**src/rtl/serial_frame_tx_pkg.sv**
```systemverilog
`default_nettype none
// ============================================================================
// Module      : serial_frame_tx_pkg
// Description : Shared constants for the serial frame transmitter: FSM state
//               encoding, data width and serial line levels.
// Revision    : 1.0 - initial release
// ============================================================================
package serial_frame_tx_pkg;

  // Number of payload bits in one frame
  localparam int DATA_BITS = 8;

  // Serial line levels: the line rests at the stop level between frames
  localparam logic LINE_IDLE  = 1'b1;
  localparam logic LINE_START = 1'b0;

  // Transmitter states
  typedef logic [2:0] state_t;
  localparam logic [2:0] ST_IDLE   = 3'd0;
  localparam logic [2:0] ST_START  = 3'd1;
  localparam logic [2:0] ST_DATA   = 3'd2;
  localparam logic [2:0] ST_PARITY = 3'd3;
  localparam logic [2:0] ST_STOP   = 3'd4;

endpackage
`default_nettype wire

```
**src/rtl/serial_frame_tx_baud_tick_gen.sv**
```systemverilog
`default_nettype none
// ============================================================================
// Module      : baud_tick_gen
// Description : Baud counter for the serial frame transmitter. Counts
//               0..CLKS_PER_BIT-1 while enabled and flags the last cycle of
//               every serial bit with a tick.
// Revision    : 1.0 - initial release
// ============================================================================
module baud_tick_gen #(
  parameter int CLKS_PER_BIT = 4
) (
  input  logic clk,
  input  logic rst,
  input  logic en,       // a frame is in progress
  input  logic restart,  // a new state is entered next cycle
  output logic tick      // current cycle is the last one of a serial bit
);

  localparam logic [7:0] LAST_COUNT = 8'(CLKS_PER_BIT - 1);

  logic [7:0] cnt_q;
  logic [7:0] cnt_d;

  assign tick = en && (cnt_q == LAST_COUNT);

  // Next count: hold at zero when idle, wrap on bit end or state entry
  always_comb begin
    cnt_d = cnt_q + 8'd1;
    if (!en || restart || tick) begin
      cnt_d = '0;
    end
  end

  // Baud counter register
  always_ff @(posedge clk) begin
    if (rst) begin
      cnt_q <= '0;
    end else begin
      cnt_q <= cnt_d;
    end
  end

endmodule
`default_nettype wire

```
**src/rtl/serial_frame_tx.sv**
```systemverilog
`default_nettype none
// ============================================================================
// Module      : serial_frame_tx
// Description : Byte-wide serial frame transmitter. Sends start bit, 8 data
//               bits LSB first, optional even parity bit and one stop bit,
//               each held for CLKS_PER_BIT clocks, on a registered line.
// Revision    : 1.0 - initial release
// ============================================================================
module serial_frame_tx
  import serial_frame_tx_pkg::*;
#(
  parameter int CLKS_PER_BIT = 4,
  parameter bit PARITY_EN    = 1'b1
) (
  input  logic       clk,
  input  logic       rst,
  input  logic [7:0] tx_data,
  input  logic       tx_valid,
  output logic       tx_ready,
  output logic       so,
  output logic       busy,
  output logic       frame_done
);

  localparam logic [2:0] LAST_BIT = 3'(DATA_BITS - 1);

  state_t     state_q,   state_d;
  logic [7:0] shift_q,   shift_d;
  logic [2:0] bit_cnt_q, bit_cnt_d;
  logic       parity_q,  parity_d;
  logic       so_q,      so_d;
  logic       tick;
  logic       restart;

  assign tx_ready   = (state_q == ST_IDLE);
  assign busy       = ~tx_ready;
  assign frame_done = (state_q == ST_STOP) && tick;
  assign so         = so_q;
  assign restart    = (state_d != state_q);

  baud_tick_gen #(
    .CLKS_PER_BIT (CLKS_PER_BIT)
  ) u_baud (
    .clk     (clk),
    .rst     (rst),
    .en      (busy),
    .restart (restart),
    .tick    (tick)
  );

  // Frame sequencing: capture on handshake, advance one bit per baud tick
  always_comb begin
    state_d   = state_q;
    shift_d   = shift_q;
    bit_cnt_d = bit_cnt_q;
    parity_d  = parity_q;
    case (state_q)
      ST_IDLE: begin
        if (tx_valid) begin
          state_d   = ST_START;
          shift_d   = tx_data;
          parity_d  = ^tx_data;
          bit_cnt_d = '0;
        end
      end
      ST_START: begin
        if (tick) begin
          state_d = ST_DATA;
        end
      end
      ST_DATA: begin
        if (tick) begin
          shift_d = {1'b0, shift_q[7:1]};
          if (bit_cnt_q == LAST_BIT) begin
            state_d = PARITY_EN ? ST_PARITY : ST_STOP;
          end else begin
            bit_cnt_d = bit_cnt_q + 3'd1;
          end
        end
      end
      ST_PARITY: begin
        if (tick) begin
          state_d = ST_STOP;
        end
      end
      ST_STOP: begin
        if (tick) begin
          state_d = ST_IDLE;
        end
      end
      default: begin
        state_d = ST_IDLE;
      end
    endcase
  end

  // Line level follows the state being entered so the output flop lines up
  // with the state register
  always_comb begin
    case (state_d)
      ST_START:  so_d = LINE_START;
      ST_DATA:   so_d = shift_d[0];
      ST_PARITY: so_d = parity_d;
      default:   so_d = LINE_IDLE;
    endcase
  end

  // State, datapath and line registers
  always_ff @(posedge clk) begin
    if (rst) begin
      state_q   <= ST_IDLE;
      shift_q   <= '0;
      bit_cnt_q <= '0;
      parity_q  <= 1'b0;
      so_q      <= LINE_IDLE;
    end else begin
      state_q   <= state_d;
      shift_q   <= shift_d;
      bit_cnt_q <= bit_cnt_d;
      parity_q  <= parity_d;
      so_q      <= so_d;
    end
  end

endmodule
`default_nettype wire

```
**config.mk**
```make
export PLATFORM = sky130hd
export DESIGN_NAME = serial_frame_tx
export DESIGN_NICKNAME = d
export VERILOG_FILES = /design/src/rtl/serial_frame_tx_pkg.sv /design/src/rtl/serial_frame_tx_baud_tick_gen.sv /design/src/rtl/serial_frame_tx.sv
export SDC_FILE = /design/constraint.sdc
export NUM_CORES = 1
export LEC_CHECK = 0
export BUFFER_PORTS_ARGS = -buffer_cell sky130_fd_sc_hd__buf_4
export CAP_MARGIN = 20
export CORE_ASPECT_RATIO = 0.8
export CORE_MARGIN = 5
export CORE_UTILIZATION = 60
export CTS_CLUSTER_DIAMETER = 200
export CTS_CLUSTER_SIZE = 24
export DETAILED_ROUTE_END_ITERATION = 10
export PLACE_DENSITY = 0.82
export SLEW_MARGIN = 0
export SYNTH_ARGS = -nofsm -noshare
export SYNTH_HDL_FRONTEND = slang
export SYNTH_SLANG_ARGS = --single-unit
```
**constraint.sdc**
```tcl
create_clock -name clk -period 3.6 [get_ports clk]
set_input_delay 0.36 -clock clk [delete_from_list [all_inputs] [get_ports clk]]
set_output_delay 0.36 -clock clk [all_outputs]
set_load 0.02 [all_outputs]
```
==> reports/results.ini, run 1 <==
[run_status]
outcome = finished, final reports clean

[timing]
rsz0062_at_grt = no
hold_viol = 0
period_share = 0.6306
slew_viol_final = 0
max_freq_mhz = 440.5
finClkSkew_ns = 0.006187
slew_headroom = 0.3379
tightest_slew_ns = 0.9905
setup_tns_ns = 0
setup-violations-final = 0
min_period_ns = 2.270

[power_and_ir_drop]
combPwrFrac = 0.140
finalPower_uw = 491.5
p_int_uw = 371.5
power.density_mw_per_mm2 = 361.0
clock_power_share = 0.283
p_seq_frac = 0.577
switching_share = 0.2442
ir_drop_v = 0.0003132
p_switching_uw = 120.0
power_leakage_uw = 0.0004925

[grt]
grt_pass1_vias = 932
grt_max_degree = 19
gr-usage-all-layers = 0.1767
grt_pass1_wl_mm = 4.174
antenna_found_initial = 0
grt-ovfl-total = 0

[route]
drt_iter0_drc = 68
firstDrtPassIters = 4
viasPerCell = 5.872
ant_nets = 0
drt_wl_total_mm = 2.349
avgRoutedWirePerCell_um = 13.66
drc = 0
vias = 1010

[die]
start_util = 0.6409
fp.dieW_um = 60.49
chipHeight_um = 50.39
io_pins = 15
die_area_mm2 = 0.003048
rows = 14
core_area_mm2 = 0.001909

[synthesis]
yosysTopAreaCellShare = 0.3926
syn_area_mm2 = 0.001224
synth_cell_type_count = 39
synth_common_cells = dfxtp_1, nor2_1, a21oi_1, nand2_1, xnor2_1
synth_top_area_cell = dfxtp_1
avgSynthCellArea_um2 = 8.867
syn_inst = 138
ys_seq_elements = 24
synth_edf_count = 0
synth_flop_cell = dfxtp_1
synth_nets = 152
synthTopCellsByArea = dfxtp_1, xnor2_1, nor2_1
ys_warn_count = 0
ys_async_sr_fraction = 0
synth.most_common_cell = dfxtp_1
synth-seq-area-share = 0.3926

[worst_setup_path]
timing.rr.start = u_baud.cnt_q[0]
crit_arrival_ns = 1.91
reg2reg_depth = 5
reg2reg_to = so
required_ns = 3.24
startpoint_type = register
r2r_setup_slack_ns = 1.50
path_class = reg2out
path_max_fanout = 5
worstSetupEndpointType = output pin

[cts]
htree_levels = 1
cts_root_buffer = clkbuf_4
clkLatencyLatePin_ns = 0.31
clk_path_buf_depth = 2
clk_pin_slew_ns = 0.13
cts_tree = built
cts_buffers = 3
hold_buffers = 0
cts_resized = 0
cts_setup_buffers = 0
clock_sinks = 24

[cells_and_area]
drive_gt1_frac = 0.1689
nNetsFinal = 163
fillerInstances = 150
regArea_um2 = 480.5
diodes = 0
final_util = 0.7130
multi_input_area_um2 = 698.2
fin_cells = 172
area_delta_synth_final_pct = 11.25

[worst_hold_path]
hold_start = tx_data[0]
min_to = shift_q[0]
hold_path_class = in2reg
whs_path_depth = 3

[job]
drv_cap = 0

[placed_design]
dpl.hpwl_mm = 1.794
routabilityCongestion = 0.7739
placed_cells = 168
portBuffers = 14

==> cells in the final DEF, fill, tap and decap left out, types with 2 or more instances in the layout <==
| cell | n |
|---|---|
| a211oi_1 | 2 |
| a21oi_1 | 11 |
| a22oi_1 | 6 |
| a31oi_1 | 2 |
| and3_1 | 3 |
| buf_4 | 14 |
| clkbuf_4 | 3 |
| dfxtp_1 | 24 |
| ha_1 | 3 |
| inv_1 | 3 |
| nand2_1 | 10 |
| nand3_1 | 6 |
| nor2_1 | 15 |
| nor3b_1 | 3 |
| o21ai_0 | 6 |
| or3_1 | 2 |
| xnor2_1 | 8 |
| xor2_1 | 6 |
==> sequential cells by signal, indices dropped and copies added (netlist names) <==
| register | cells |
|---|---|
| u_baud.cnt_q | 8 |
| so | 1 |
| bit_cnt_q | 3 |
| parity_q | 1 |
| state_q | 3 |
| shift_q | 8 |
==> layout make-up <==
cell class	count	share of cell area
Inverter	3	0.008272
Multi-Input combinational cell	103	0.5129
Clock buffer	4	0.02665
Timing Repair Buffer	14	0.07721
Sequential cell	24	0.3529
Tap cell	24	0.02206
==> metrics by stage <==
stage / cell area [um^2] / hold slack, ns / worst slack, ns
after floorplan: 1224 / 0.4360 / 1.727
after CTS: 1361 / 0.2988 / 1.309
after global placement: 1325 / 0.4416 / 1.644
final: 1361 / 0.3035 / 1.330
after detailed placement: 1325 / 0.4460 / 1.528
after global routing: 1361 / 0.3052 / 1.140
==> worst max-delay path, cell delays in order (launching register included) <==
cell	delay [ns]
dfxtp_1	0.40
ha_1	0.25
or3b_1	0.49
nor2_1	0.16
and3_1	0.17
buf_4	0.14
==> logic make-up (layout without fill, tap and decap cells) <==
group,after synthesis,count (layout),share of synthesized area
adders and majority gates,3,3,0.03068
DFF,24,24,0.3926
AOI/OAI and AO/OA,34,34,0.1933
muxes,1,1,0.008180
and+or+nand+nor,51,51,0.2331
xor gates and xnor gates,14,14,0.1002
buffers and inverters,11,21,0.04192
==> layer usage <==
metal / vias to the layer above / routed length [um] / GRT usage
li1: 518 / - / -
met1: 466 / 1198 / 0.2496
met2: 22 / 999 / 0.2590
met3: 4 / 123 / 0.06154
met4: 0 / 28 / 0.03971
met5: - / 0 / 0
==> how the worst max path moves through the flow <==
stage,startpoint,slack [ns],end,cells after the start
finish,u_baud.cnt_q[0],1.33,frame_done,5
global route,u_baud.cnt_q[0],1.14,frame_done,5
CTS,u_baud.cnt_q[0],1.31,frame_done,5
detailed placement,u_baud.cnt_q[0],1.53,so,5
global placement,u_baud.cnt_q[0],1.64,so,5
floorplan,u_baud.cnt_q[0],1.73,u_baud.cnt_q[2],6
==> power groups by stage <==
stage	clock network, uW	registers (uW)	logic (uW)
floorplan	0	287	47.7
global placement	0	289	67.5
detailed placement	0	289	69.3
CTS	143	283	69.3
global route	157	285	75.6
finish	139	283	69.0
(Power assumes the default switching activity.)
==> run 2, diff against run 1 <==
Settings changed: CORE_UTILIZATION 60 to 56, PLACE_DENSITY 0.82 to 0.77.
Clock period 3.6 ns to 2.12 ns, I/O delays scaled along.
==> run 2 against run 1 <==
Compared with the run above: critical path depth did not move; final cell count rose by 3.5%; largest power group unchanged; via count rose by 2.5%; worst hold slack got worse by 0.16 ns; non-clock buffer count rose by 5; design area rose by 4.1%; sequential cell count did not move; critical endpoint unchanged; sequential share of layout area fell by 1.2 points; combinational power rose by 74%.
==> reports/results.ini, run 2 (synthesized netlist as in run 1, its figures left out) <==
[grt]
grt_pass1_vias = 969  ; +4.0%
grt_pass1_wl_mm = 4.402  ; +5.5%
gr-usage-all-layers = 0.1693  ; -0.007398
antenna_found_initial = 0  ; unchanged
busiest_layer = met2
grt_max_degree = 19  ; unchanged
grt-ovfl-total = 0  ; unchanged
use_met1 = 0.2249  ; -0.02474
use_met2 = 0.2638  ; +0.004800
met3_usage = 0.05400  ; -0.007543

[placed_design]
routabilityCongestion = 0.8166  ; +5.5%
dpl-instance-area_mm2 = 0.001358  ; +2.5%
dp_slack_ns = 0.1458  ; -1.382 ns
placed_cells = 174  ; +3.6%
portBuffers = 14  ; unchanged
dpl.hpwl_mm = 1.872  ; +4.3%

[power_and_ir_drop]
combPwrFrac = 0.129  ; -0.011
switching_share = 0.2312  ; -0.01304
p_switching_uw = 216.2  ; +80%
ir_drop_v = 0.0005754  ; +84%
p_int_uw = 718.9  ; +94%
p_seq_frac = 0.516  ; -0.061
power.density_mw_per_mm2 = 659.6  ; +83%
power_leakage_uw = 0.0005239  ; +6.4%
clock_power_share = 0.356  ; +0.073

[die]
chipHeight_um = 51.81  ; +2.8%
rows = 15  ; +1
die_area_mm2 = 0.003226  ; +5.8%
io_pins = 15  ; unchanged
core_area_mm2 = 0.002121  ; +11%
start_util = 0.5770  ; -0.06390
fp.dieW_um = 62.26  ; +2.9%

[timing]
setup_tns_ns = 0  ; unchanged
rsz0062_at_grt = no
slew_viol_final = 0  ; unchanged
hold_viol = 0  ; unchanged
min_period_ns = 2.018
period_share = 0.9518
worst_slack_ns = 0.1022  ; -1.227 ns
max_freq_mhz = 495.6
setup-violations-final = 0  ; unchanged
finClkSkew_ns = 0.003962  ; -0.002225 ns
tightest_slew_ns = 0.5276  ; -0.4629 ns
slew_headroom = 0.6466  ; +0.3087

[cells_and_area]
fin_cells = 178  ; +3.5%
layout_commonest_cell = dfxtp_1
area_delta_synth_final_pct = 15.85
final_util = 0.6684  ; -0.04454
reg_top3 = shift_q: 8 flops, u_baud.cnt_q: 8 flops
diodes = 0  ; unchanged
drive_gt1_frac = 0.2157  ; +0.04677
layout_common_cells = dfxtp_1, buf_4, nor2_1, a21oi_1, nand2_1
nNetsFinal = 168  ; +3.1%
final_area_mm2 = 0.001418  ; +4.1%
fillerInstances = 169  ; +13%

[worst_setup_path]
worstSetupEndpointType = output pin
required_ns = 1.91  ; -1.33 ns
worstPathCellList = ha_2, or3b_4, nor2_1, and3_1, buf_4
path_class = reg2out
startpoint_type = register
path_delay_family = simple AND/OR/NAND/NOR gates
cp-startpoint = u_baud.cnt_q[0]
path_max_fanout = 5  ; unchanged
endpoint = frame_done
r2r_setup_slack_ns = 0.25  ; -1.25 ns
slowest_delay_ns = 0.44  ; -0.05 ns
timing.rr.start = u_baud.cnt_q[0]
crit_arrival_ns = 1.81  ; -0.10 ns
cp_slowest_cell = or3b_4
critPathBufInv = 1  ; unchanged
worstSetupPathDepth = 5  ; unchanged
reg2reg_to = u_baud.cnt_q[4]
reg2reg_depth = 5  ; unchanged

[route]
drt_iter0_drc = 81  ; +19%
drt_wl_total_mm = 2.477  ; +5.4%
vias = 1035  ; +2.5%
avgRoutedWirePerCell_um = 13.92  ; +1.9%
ant_nets = 0  ; unchanged
viasPerCell = 5.815  ; -0.98%
drc = 0  ; unchanged
firstDrtPassIters = 4  ; unchanged

[run_status]
outcome = finished, final reports clean

[job]
drv_cap = 0  ; unchanged

[worst_hold_path]
hold_path_class = in2reg
hold_start = tx_data[0]

[cts]
clock_sinks = 24  ; unchanged
htree_levels = 1  ; unchanged
cts_tree = built
clkLatencyLatePin_ns = 0.32  ; about the same
cts_setup_buffers = 0  ; unchanged
cts_root_buffer = clkbuf_4
hold_buffers = 0  ; unchanged
clk_pin_slew_ns = 0.14  ; about the same
cts_buffers = 3  ; unchanged
clk_path_buf_depth = 2  ; unchanged

-- run 2: power groups by stage --
| stage | combinational (uW) | sequential [uW] | clock [uW] |
|---|---|---|---|
| floorplan | 81.0 | 488 | 0 |
| global placement | 117 | 490 | 0 |
| detailed placement | 120 | 491 | 0 |
| CTS | 121 | 482 | 342 |
| global route | 134 | 485 | 362 |
| finish | 120 | 482 | 333 |
-- run 2: stage by stage --
step / hold slack [ns] / power (uW)
after floorplan: 0.3525 / 568.7
after global placement: 0.4446 / 607.4
after detailed placement: 0.4484 / 611.6
after CTS: 0.1424 / 944.4
after global routing: 0.1347 / 981.1
final: 0.1420 / 935.0
-- run 2: final cells by class --
cell class	instances	area [um^2]	share of cell area
Clock buffer	3	22.52	0.01589
Timing Repair Buffer	19	142.6	0.1006
Inverter	3	11.26	0.007944
Clock inverter	1	30.03	0.02118
Multi-Input combinational cell	103	696.9	0.4916
Tap cell	25	31.28	0.02207
Sequential cell	24	483.0	0.3407
-- run 2: how the worst min path moves through the flow --
stage | to | slack [ns] | depth (start not counted)
floorplan | shift_q[0] | 0.35 | 2
global placement | shift_q[1] | 0.44 | 2
detailed placement | shift_q[2] | 0.45 | 2
CTS | shift_q[0] | 0.14 | 3
global route | shift_q[0] | 0.13 | 3
finish | shift_q[0] | 0.14 | 3
-- run 2: worst min-delay path, stage by stage --
cell and delay (ns):
buf_4 0.12, nand2_1 0.05, a21oi_1 0.05
-- run 2: timing repair --
item,in CTS,in global routing
pin swaps,0,0
setup endpoints to repair,1,1
endpoints found under the hold margin,0,0
resized for setup,1,3
-- run 2: per-layer routing --
| layer | part of all wire | wire [um] |
|---|---|---|
| met1 | 0.52 | 1279 |
| met5 | 0 | 0 |
| met4 | 0.010 | 25 |
| met3 | 0.050 | 123 |
| met2 | 0.42 | 1049 |
